### config.mk
export PLATFORM = sky130hd
export DESIGN_NAME = uart_fifo_tx
export DESIGN_NICKNAME = d
export VERILOG_FILES = /design/src/rtl/uart_fifo_tx.sv
export SDC_FILE = /design/constraint.sdc
export NUM_CORES = 1
export LEC_CHECK = 0
export CORE_MARGIN = 1
export CORE_UTILIZATION = 50
export DETAILED_ROUTE_END_ITERATION = 16
export PLACE_DENSITY = 0.85
export RECOVER_POWER = 100
export REMOVE_ABC_BUFFERS = 1
export SYNTH_ARGS = -nofsm -noshare
export SYNTH_HDL_FRONTEND = slang
export SYNTH_SLANG_ARGS = --single-unit
### constraint.sdc
create_clock -name clk -period 2.85 [get_ports clk]
set_input_delay 0.57 -clock clk [delete_from_list [all_inputs] [get_ports clk]]
set_output_delay 0.57 -clock clk [all_outputs]
set_load 0.1 [all_outputs]
### src/rtl/uart_fifo_tx.sv
// rtl/uart_fifo_tx.sv - FIFO-draining 8N1 UART transmitter.
// Define UART_TX_PARITY_EN to insert an even-parity bit between data and stop.
module uart_fifo_tx #(
    parameter int CLKS_PER_BIT = 16,
    parameter int DATA_W       = 8
) (
    input  logic              clk,
    input  logic              rst,
    input  logic              tx_en,
    input  logic              emp,
    input  logic [DATA_W-1:0] dataout,
    output logic              rd,
    output logic              txd,
    output logic              busy,
    output logic              tx_done
);

    localparam int BAUD_W = (CLKS_PER_BIT > 1) ? $clog2(CLKS_PER_BIT) : 1;
    localparam int BIT_W  = (DATA_W > 1) ? $clog2(DATA_W) : 1;
    localparam logic [BAUD_W-1:0] BAUD_LAST = BAUD_W'(CLKS_PER_BIT - 1);
    localparam logic [BIT_W-1:0]  BIT_LAST  = BIT_W'(DATA_W - 1);

    typedef enum logic [2:0] {
        S_IDLE,
        S_LOAD,
        S_START,
        S_DATA,
`ifdef UART_TX_PARITY_EN
        S_PARITY,
`endif
        S_STOP
    } state_t;

    state_t            state_q, state_d;
    logic [BAUD_W-1:0] baud_q, baud_d;
    logic [BIT_W-1:0]  bit_q, bit_d;
    logic [DATA_W-1:0] shift_q, shift_d;
    logic              bit_end;
`ifdef UART_TX_PARITY_EN
    logic              parity_q, parity_d;
`endif

    assign bit_end = (baud_q == BAUD_LAST);

    always_comb begin
        state_d = state_q;
        baud_d  = bit_end ? '0 : baud_q + 1'b1;
        bit_d   = bit_q;
        shift_d = shift_q;
`ifdef UART_TX_PARITY_EN
        parity_d = parity_q;
`endif
        rd      = 1'b0;
        txd     = 1'b1;
        busy    = 1'b1;
        tx_done = 1'b0;

        case (state_q)
            S_IDLE: begin
                busy   = 1'b0;
                baud_d = '0;
                bit_d  = '0;
                // rst gating keeps the FIFO untouched while reset is held
                if (rst && tx_en && !emp) begin
                    rd      = 1'b1;
                    state_d = S_LOAD;
                end
            end
            S_LOAD: begin
                shift_d = dataout;
`ifdef UART_TX_PARITY_EN
                parity_d = ^dataout;
`endif
                baud_d  = '0;
                bit_d   = '0;
                state_d = S_START;
            end
            S_START: begin
                txd = 1'b0;
                if (bit_end) begin
                    state_d = S_DATA;
                end
            end
            S_DATA: begin
                txd = shift_q[0];
                if (bit_end) begin
                    shift_d = shift_q >> 1;
                    bit_d   = bit_q + 1'b1;
                    if (bit_q == BIT_LAST) begin
`ifdef UART_TX_PARITY_EN
                        state_d = S_PARITY;
`else
                        state_d = S_STOP;
`endif
                    end
                end
            end
`ifdef UART_TX_PARITY_EN
            S_PARITY: begin
                txd = parity_q;
                if (bit_end) begin
                    state_d = S_STOP;
                end
            end
`endif
            S_STOP: begin
                if (bit_end) begin
                    tx_done = 1'b1;
                    state_d = S_IDLE;
                end
            end
            default: begin
                state_d = S_IDLE;
            end
        endcase
    end

    always_ff @(posedge clk) begin
        if (!rst) begin
            state_q  <= S_IDLE;
            baud_q   <= '0;
            bit_q    <= '0;
            shift_q  <= '0;
`ifdef UART_TX_PARITY_EN
            parity_q <= 1'b0;
`endif
        end else begin
            state_q  <= state_d;
            baud_q   <= baud_d;
            bit_q    <= bit_d;
            shift_q  <= shift_d;
`ifdef UART_TX_PARITY_EN
            parity_q <= parity_d;
`endif
        end
    end

endmodule

Word level (Yosys, flattened, before mapping)
Cells that the tools add are included.
W data, S select, Z words.
- logic and storage cells: 45
- bits of input ports: 12
- bits in registers: 18
- equal/unequal tests: 11
- mux-type cells: 16
- reductions and logical operators: 11
- $add $sub $neg: 2
- bitwise logic cells: 1
- operators with widths (cell ; count):
    $mux W3 ; 6
    $pmux W8 S2 ; 1
    $pmux W3 S5 ; 1
    $ne A2 B2 Y1 const B ; 5
    $mux W8 ; 1
    $eq A3 B2 Y1 const B ; 2
    $eq A3 B3 Y1 const B ; 2
    $pmux W3 S2 ; 1
    $mux W1 ; 5
    $reduce_and A5 Y1 ; 1
    $add A4 B1 Y4 const B ; 1
    $eq A4 B4 Y1 const B ; 1
    $reduce_and A2 Y1 ; 2
    $reduce_bool A2 Y1 ; 2
    $reduce_or A4 Y1 ; 1
    $add A3 B1 Y3 const B ; 1
    $eq A3 B1 Y1 const B ; 1
    $logic_not A3 Y1 ; 1
    $logic_and A1 B1 Y1 ; 2
    $pmux W1 S2 ; 1
    $reduce_or A2 Y1 ; 1
    $logic_not A1 Y1 ; 1
    $not A1 Y1 ; 1

Longest topological paths before layout
Gate-level depths: netlist of run 1.
- depth in word-level cells: 4
- gate-level depth with buffers: 6

Least setup slack after synthesis of run 1
No wires, ideal clock.
- path type: reg-to-output
- start: register state_q[0]
- end: output rd
- cell stages (with the launch flop): 4
- required time: 2280 ps
- slack: -793 ps
- arrival: 3073 ps
- buffers on the path: 1
- path through: dfxtp_1 > buf_6 > or3_4 > nor3_1
- longest elaborated chain between the ends: 2
- RTL lines (what ; RTL line ; RTL):
    start: declaration ; 34 ; state_t state_q, state_d;
    start signal: assignment ; 128 ; state_q <= state_d;
    $logic_not A3 Y1 ; 58 ; case (state_q)
    $mux W1 ; 58 ;
    end: declaration ; 12 ; output logic rd,
No other way between the ends.

Worst setup path in the final report of run 1
- start: register state_q[2]
- end: output tx_done
- longest elaborated chain between the ends: 2
- RTL lines (what ; RTL line ; RTL):
    $eq A3 B3 Y1 ; 58 ;
    $mux W1 ; 58 ;
    end: declaration ; 15 ; output logic tx_done
No other way between the ends.

==> flow_metrics.env, run 1 <==
export IMPL_status="completed"
export IMPL_hp_start="baud_q[0]$_SDFF_PP0_"
export IMPL_syn_area_per_cell_um2=9.12
export IMPL_grt_overflow=0
export IMPL_numPortBuffers=15
export IMPL_finClkSkew_ns=0.00573
export IMPL_core_um2=1780
export IMPL_drt_first_pass_iters=4
export IMPL_period_share_pct=89.4
export IMPL_ir_worst_vdd_mv=0.393
export IMPL_required_ns=2.28
export IMPL_grt_antenna_before_repair=0
export IMPL_final_seq_area_um2=360
export IMPL_post_drt_via_cell_ratio=5.62
export IMPL_synthFlopType="dfxtp_1"
export IMPL_p_leak_uw=0.000522
export IMPL_reg2reg_slack_ns=0.74
export IMPL_finalCriticalPeriod_ns=2.55
export IMPL_synthToLayoutAreaGrowth_pct=13.0
export IMPL_clk_transition_reported_paths_ns=0.10
export IMPL_p_seq_share_pct=40.8
export IMPL_pwr_density_cell_nw_per_um2=762
export IMPL_layout_commonest_cell="dfxtp_1"
export IMPL_critical_path_arrival_ns=1.98
export IMPL_cts_hold_buf=0
export IMPL_clock_latency_ns=0.30
export IMPL_crit_start="state_q[2]$_SDFFE_PN0P_"
export IMPL_grt_max_degree=18
export IMPL_hp_class="reg2reg"
export IMPL_p_clk_share_pct=18.8
export IMPL_numCtsBuffers=3
export IMPL_combPwrFrac_pct=40.3
export IMPL_cts_tree="done"
export IMPL_cp_start_kind="flip-flop"
export IMPL_die_h_um=46.4
export IMPL_worstReg2RegStart="baud_q[0]$_SDFF_PP0_"
export IMPL_wire_per_inst_um=13.2
export IMPL_max_freq_ghz=0.392
export IMPL_internal_power_uw=499
export IMPL_cp_end_kind="output port"
export IMPL_start_util_pct=55.2
export IMPL_final_util_pct=62.4
export IMPL_rr_worst_depth=5
export IMPL_synth_cells=108
export IMPL_drcViolationCount=0
export IMPL_htree_levels=1
export IMPL_cts_resized=0
export IMPL_timing_rr_end="shift_q[7]$_SDFFE_PN0P_"
export IMPL_wirelength_um=1920
export IMPL_rsz0062_at_grt="false"
export IMPL_layout_drive_gt1_share_pct=13.2
export IMPL_critPathCapture="tx_done"
export IMPL_synth_top_area_share_pct=36.6
export IMPL_postRouteAntennaNets=0
export IMPL_synth_edf_count=0
export IMPL_layout_nets=137
export IMPL_clock_path_buffers=2
export IMPL_ioPinCount=16
export IMPL_p_sw_share_pct=41.1
export IMPL_syn_area_um2=985
export IMPL_worst_pin_slew_ns=1.04
export IMPL_synthTopCellsByArea="dfxtp_1 37%, nand3_1 7.1%, o211a_1 7.1%"
export IMPL_place_congestion=0.695
export IMPL_grt_pass1_wl_um=3090
export IMPL_ys_ff_latch=18
export IMPL_report_final_slew_viol_count=0
export IMPL_die_x_um=46.4
export IMPL_drv_cap=0
export IMPL_ys_seq_area_share_pct=36.6
export IMPL_final_cell_mix="18 x dfxtp_1, 16 x nand2_1, 14 x nand3_1"
export IMPL_nFillCells=151
export IMPL_grt_usage_pct=20.6
export IMPL_vias=821
export IMPL_crit_type="reg2out"
export IMPL_ys_types=34
export IMPL_drt_iter0_drc=13
export IMPL_die_area_um2=2150
export IMPL_cts_sinks=18
export IMPL_async_flop_share_pct=0
export IMPL_relSlewSlack_pct=30.4
export IMPL_yosys_warnings=0
export IMPL_final_hold_viol_count=0
export IMPL_p_sw_uw=348
export IMPL_first_global_vias=747
export IMPL_multi_input_area_um2=528
export IMPL_antenna_cells=0
export IMPL_setup_violations=0
export IMPL_critical_path_peak_fanout=13
export IMPL_ctsRootBufferMaster="clkbuf_4"
export IMPL_num_rows=15
export IMPL_p_total_uw=847
export IMPL_fin_tns_setup_ns=0
export IMPL_cts_setup_buffers=0
export IMPL_synth_area_leader_cell="dfxtp_1"
export IMPL_dp_hpwl_um=1380
cells in the mapped netlist (2+ instances only):
| master | number |
|---|---|
| nor2b_1 | 2 |
| o221ai_1 | 2 |
| nand2b_1 | 2 |
| buf_6 | 4 |
| ha_1 | 3 |
| xor2_1 | 2 |
| a21boi_1 | 3 |
| buf_4 | 3 |
| nor2_1 | 8 |
| dfxtp_1 | 18 |
| nand3_1 | 14 |
| buf_2 | 2 |
| nor3_1 | 2 |
| mux2i_1 | 2 |
| o211a_1 | 7 |
| nand2_1 | 16 |
logic make-up (layout without fill, tap and decap cells):
family          count (synthesis)  count (layout)  share of synthesized area, %
flops                          18              18                          36.6
buf+inv                        11              24                          8.64
compound gates                 20              20                          18.7
simple gates                   51              51                          27.6
fa+ha+maj                       3               3                          3.81
mux                             2               2                          2.03
xor+xnor                        3               3                          2.67
area by class of cell:
cell class                      count  area share (%)
Clock buffer                        4            3.26
Inverter                            2           0.675
Multi-Input combinational cell     79            47.5
Sequential cell                    18            32.4
Tap cell                           25            2.81
Timing Repair Buffer               18            13.4
per-stage QoR:
stage | setup slack, ns | cells | hold WS, ns | area (µm²)
global route | 0.184 | 146 | 0.493 | 1110
floorplan | -0.868 | 99 | 0.418 | 907
finish | 0.301 | 146 | 0.454 | 1110
detailed placement | 0.640 | 142 | 0.443 | 1110
global placement | 0.674 | 142 | 0.430 | 1110
CTS | 0.440 | 146 | 0.458 | 1150
worst max-delay path, cell delays in order, from the launching register on:
cell and delay [ns]:
dfxtp_1 0.59, nor3b_1 0.43, nor2b_1 0.19, clkbuf_2 0.46
routing by layer:
metal | wire (µm) | GRT usage (%) | share of wire, %
met4 | 62 | 12.4 | 3.2
met2 | 911 | 32.5 | 47
met3 | 86 | 3.53 | 4.5
met5 | 0 | 0 | 0
met1 | 860 | 25.9 | 45
flip-flops by register name, indices dropped and copies added (netlist names):
name	count
state_q	3
bit_q	3
baud_q	4
shift_q	8
power by group through the flow:
stage	Clock [µW]	Combinational, µW	Sequential [µW]
after global routing	178	365	351
after floorplan	0	259	355
after detailed placement	0	362	353
after global placement	0	350	348
final	160	342	346
after CTS	167	363	347
how the worst min path moves through the flow:
stage               slack (ns)  cells past startpoint              endpoint
global placement          0.43                      1  baud_q[0]$_SDFF_PP0_
finish                    0.45                      1  baud_q[0]$_SDFF_PP0_
floorplan                 0.42                      1  baud_q[0]$_SDFF_PP0_
CTS                       0.46                      1  baud_q[0]$_SDFF_PP0_
detailed placement        0.44                      1  baud_q[0]$_SDFF_PP0_
global route              0.49                      1  baud_q[0]$_SDFF_PP0_
(Power assumes the default switching activity.)
==> inputs of run 2 (changes only) <==
--- a/config.mk
+++ b/config.mk
@@ -6,9 +6,9 @@
 export NUM_CORES = 1
 export LEC_CHECK = 0
 export CORE_MARGIN = 1
-export CORE_UTILIZATION = 50
+export CORE_UTILIZATION = 46
 export DETAILED_ROUTE_END_ITERATION = 16
-export PLACE_DENSITY = 0.85
+export PLACE_DENSITY = 0.83
 export RECOVER_POWER = 100
 export REMOVE_ABC_BUFFERS = 1
 export SYNTH_ARGS = -nofsm -noshare
==> constraint.sdc (replaced) <==
create_clock -name clk -period 2.3 [get_ports clk]
set_input_delay 0.46 -clock clk [delete_from_list [all_inputs] [get_ports clk]]
set_output_delay 0.46 -clock clk [all_outputs]
set_load 0.1 [all_outputs]
==> flow_metrics.env, run 2 (synthesis results as in run 1) <==
export IMPL_status="completed"
export IMPL_clock_path_buffers=2
export IMPL_layout_drive_gt1_share_pct=13.1
export IMPL_drcViolationCount=0
export IMPL_layout_nets=138
export IMPL_layout_commonest_cell="dfxtp_1"
export IMPL_final_cell_mix="18 x dfxtp_1, 16 x nand2_1, 14 x nand3_1"
export IMPL_drv_cap=0
export IMPL_final_hold_viol_count=0
export IMPL_p_leak_uw=0.000510
export IMPL_wirelength_um=1910
export IMPL_ctsRootBufferMaster="clkbuf_4"
export IMPL_critical_path_arrival_ns=1.73
export IMPL_worstReg2RegStart="state_q[0]$_SDFFE_PN0P_"
export IMPL_max_freq_ghz=0.457
export IMPL_htree_levels=1
export IMPL_slowest_delay_ns=0.44
export IMPL_dpl_worst_slack_ns=0.259
export IMPL_grt_overflow=0
export IMPL_rr_worst_depth=5
export IMPL_grt_max_degree=18
export IMPL_synthToLayoutAreaGrowth_pct=17.7
export IMPL_grt_pass1_wl_um=2880
export IMPL_largest_register_ffs=8
export IMPL_grt_usage_pct=18.1
export IMPL_cp_end_kind="output port"
export IMPL_critPathCapture="rd"
export IMPL_reg2reg_slack_ns=0.21
export IMPL_critPathTopFamily="simple AND/OR/NAND/NOR gates"
export IMPL_core_um2=1980
export IMPL_clock_latency_ns=0.30
export IMPL_cp_num_cells=3
export IMPL_drt_iter0_drc=15
export IMPL_p_total_uw=1110
export IMPL_ioPinCount=16
export IMPL_wl_met1_um=823
export IMPL_num_rows=16
export IMPL_setup_slack_ns=0.113
export IMPL_slowest_stage="or3_4"
export IMPL_vias=802
export IMPL_period_share_pct=95.1
export IMPL_wire_per_inst_um=12.8
export IMPL_place_congestion=0.742
export IMPL_regMostFlops="shift_q"
export IMPL_dp_hpwl_um=1390
export IMPL_cts_resized=0
export IMPL_cts_sinks=18
export IMPL_stdcell_count=149
export IMPL_hp_class="reg2reg"
export IMPL_crit_type="reg2out"
export IMPL_fin_tns_setup_ns=0
export IMPL_rsz0062_at_grt="false"
export IMPL_placedCellCount=145
export IMPL_relSlewSlack_pct=34.0
export IMPL_cts_hold_buf=0
export IMPL_worstPathCellList="or3_4 > nor3_1 > buf_12"
export IMPL_start_util_pct=49.7
export IMPL_numPortBuffers=15
export IMPL_dr_wl_met2_um=1010
export IMPL_die_h_um=48.3
export IMPL_postRouteAntennaNets=0
export IMPL_finalCriticalPeriod_ns=2.19
export IMPL_grt_antenna_before_repair=0
export IMPL_worst_pin_slew_ns=0.991
export IMPL_drt_first_pass_iters=5
export IMPL_first_global_vias=671
export IMPL_report_final_slew_viol_count=0
export IMPL_numCtsBuffers=3
export IMPL_required_ns=1.84
export IMPL_top_layer_used="met4"
export IMPL_cp_start_kind="flip-flop"
export IMPL_antenna_cells=0
export IMPL_finClkSkew_ns=0.0100
export IMPL_critical_path_peak_fanout=9
export IMPL_top_regs="shift_q x8, baud_q x4"
export IMPL_nFillCells=166
export IMPL_cts_tree="done"
export IMPL_post_drt_via_cell_ratio=5.38
export IMPL_pwr_density_cell_nw_per_um2=957
export IMPL_crit_start="state_q[0]$_SDFFE_PN0P_"
export IMPL_cts_setup_buffers=0
export IMPL_hold_ws_ns=0.450
export IMPL_critPathBufInv=1
export IMPL_met3_length_um=62
export IMPL_clk_transition_reported_paths_ns=0.09
export IMPL_setup_violations=0
export IMPL_die_area_um2=2330
export IMPL_die_x_um=48.3
export IMPL_timing_rr_end="shift_q[7]$_SDFFE_PN0P_"
export IMPL_ir_worst_vdd_mv=0.597
==> run 2: cell types whose count changed in the layout (fill, tap and decap cells not counted) <==
cell,delta
nor3b_1,-1
clkbuf_2,-4
buf_12,+3
and2_0,+1
nor3b_2,+1
nand3b_1,+1
clkbuf_1,+1
buf_4,+1
and2_1,-1
nand3b_4,-1
==> run 2: how the worst min path moves through the flow <==
stage | from | end | slack (ns) | depth (start not counted)
floorplan | baud_q[0]$_SDFF_PP0_ | baud_q[0]$_SDFF_PP0_ | 0.42 | 1
global placement | baud_q[0]$_SDFF_PP0_ | baud_q[0]$_SDFF_PP0_ | 0.43 | 1
detailed placement | baud_q[0]$_SDFF_PP0_ | baud_q[0]$_SDFF_PP0_ | 0.44 | 1
CTS | baud_q[0]$_SDFF_PP0_ | baud_q[0]$_SDFF_PP0_ | 0.45 | 1
global route | baud_q[0]$_SDFF_PP0_ | baud_q[0]$_SDFF_PP0_ | 0.48 | 1
finish | baud_q[0]$_SDFF_PP0_ | baud_q[0]$_SDFF_PP0_ | 0.45 | 1
==> run 2: power by group <==
| part | switching [µW] | internal, µW |
|---|---|---|
| registers | 47.3 | 374 |
| clock network | 97.9 | 96.6 |
| logic | 293 | 200 |
| total | 438 | 671 |
==> run 2: area by class of cell <==
type	count	area, µm²	share of cell area (%)
Multi-Input combinational cell	79	520	44.9
Sequential cell	18	360	31.1
Timing Repair Buffer	19	200	17.3
Clock buffer	4	36.3	3.13
Tap cell	27	33.8	2.92
Inverter	2	7.51	0.648
==> run 2: per-layer routing <==
layer | track usage (%) | vias to the layer above
met1 | 23.0 | 376
li1 | - | 407
met3 | 3.33 | 2
met5 | 0 | -
met4 | 5.00 | 0
met2 | 31.2 | 17
==> run 2: worst register-to-register path, delay by kind of cell, from the launching register on <==
family	cells	cell delay [ns]
buf+inv	1	0.23
simple gates	2	0.27
flops	1	0.54
compound gates	2	0.96
==> run 2: through the flow <==
| step | util (%) | cell area [µm²] |
|---|---|---|
| after floorplan | - | 907 |
| after global placement | 58.6 | 1160 |
| after detailed placement | 58.6 | 1160 |
| after CTS | 60.4 | 1200 |
| after global routing | 58.5 | 1160 |
| final | 58.5 | 1160 |
==> inputs of run 3 (changes only) <==
--- a/config.mk
+++ b/config.mk
@@ -8,6 +8,7 @@
 export CORE_MARGIN = 1
 export CORE_UTILIZATION = 46
 export DETAILED_ROUTE_END_ITERATION = 16
+export HOLD_SLACK_MARGIN = 0.15
 export PLACE_DENSITY = 0.83
 export RECOVER_POWER = 100
 export REMOVE_ABC_BUFFERS = 1
==> results of run 3 <==
Final layout, timing and power as in run 2 (identical DEF).
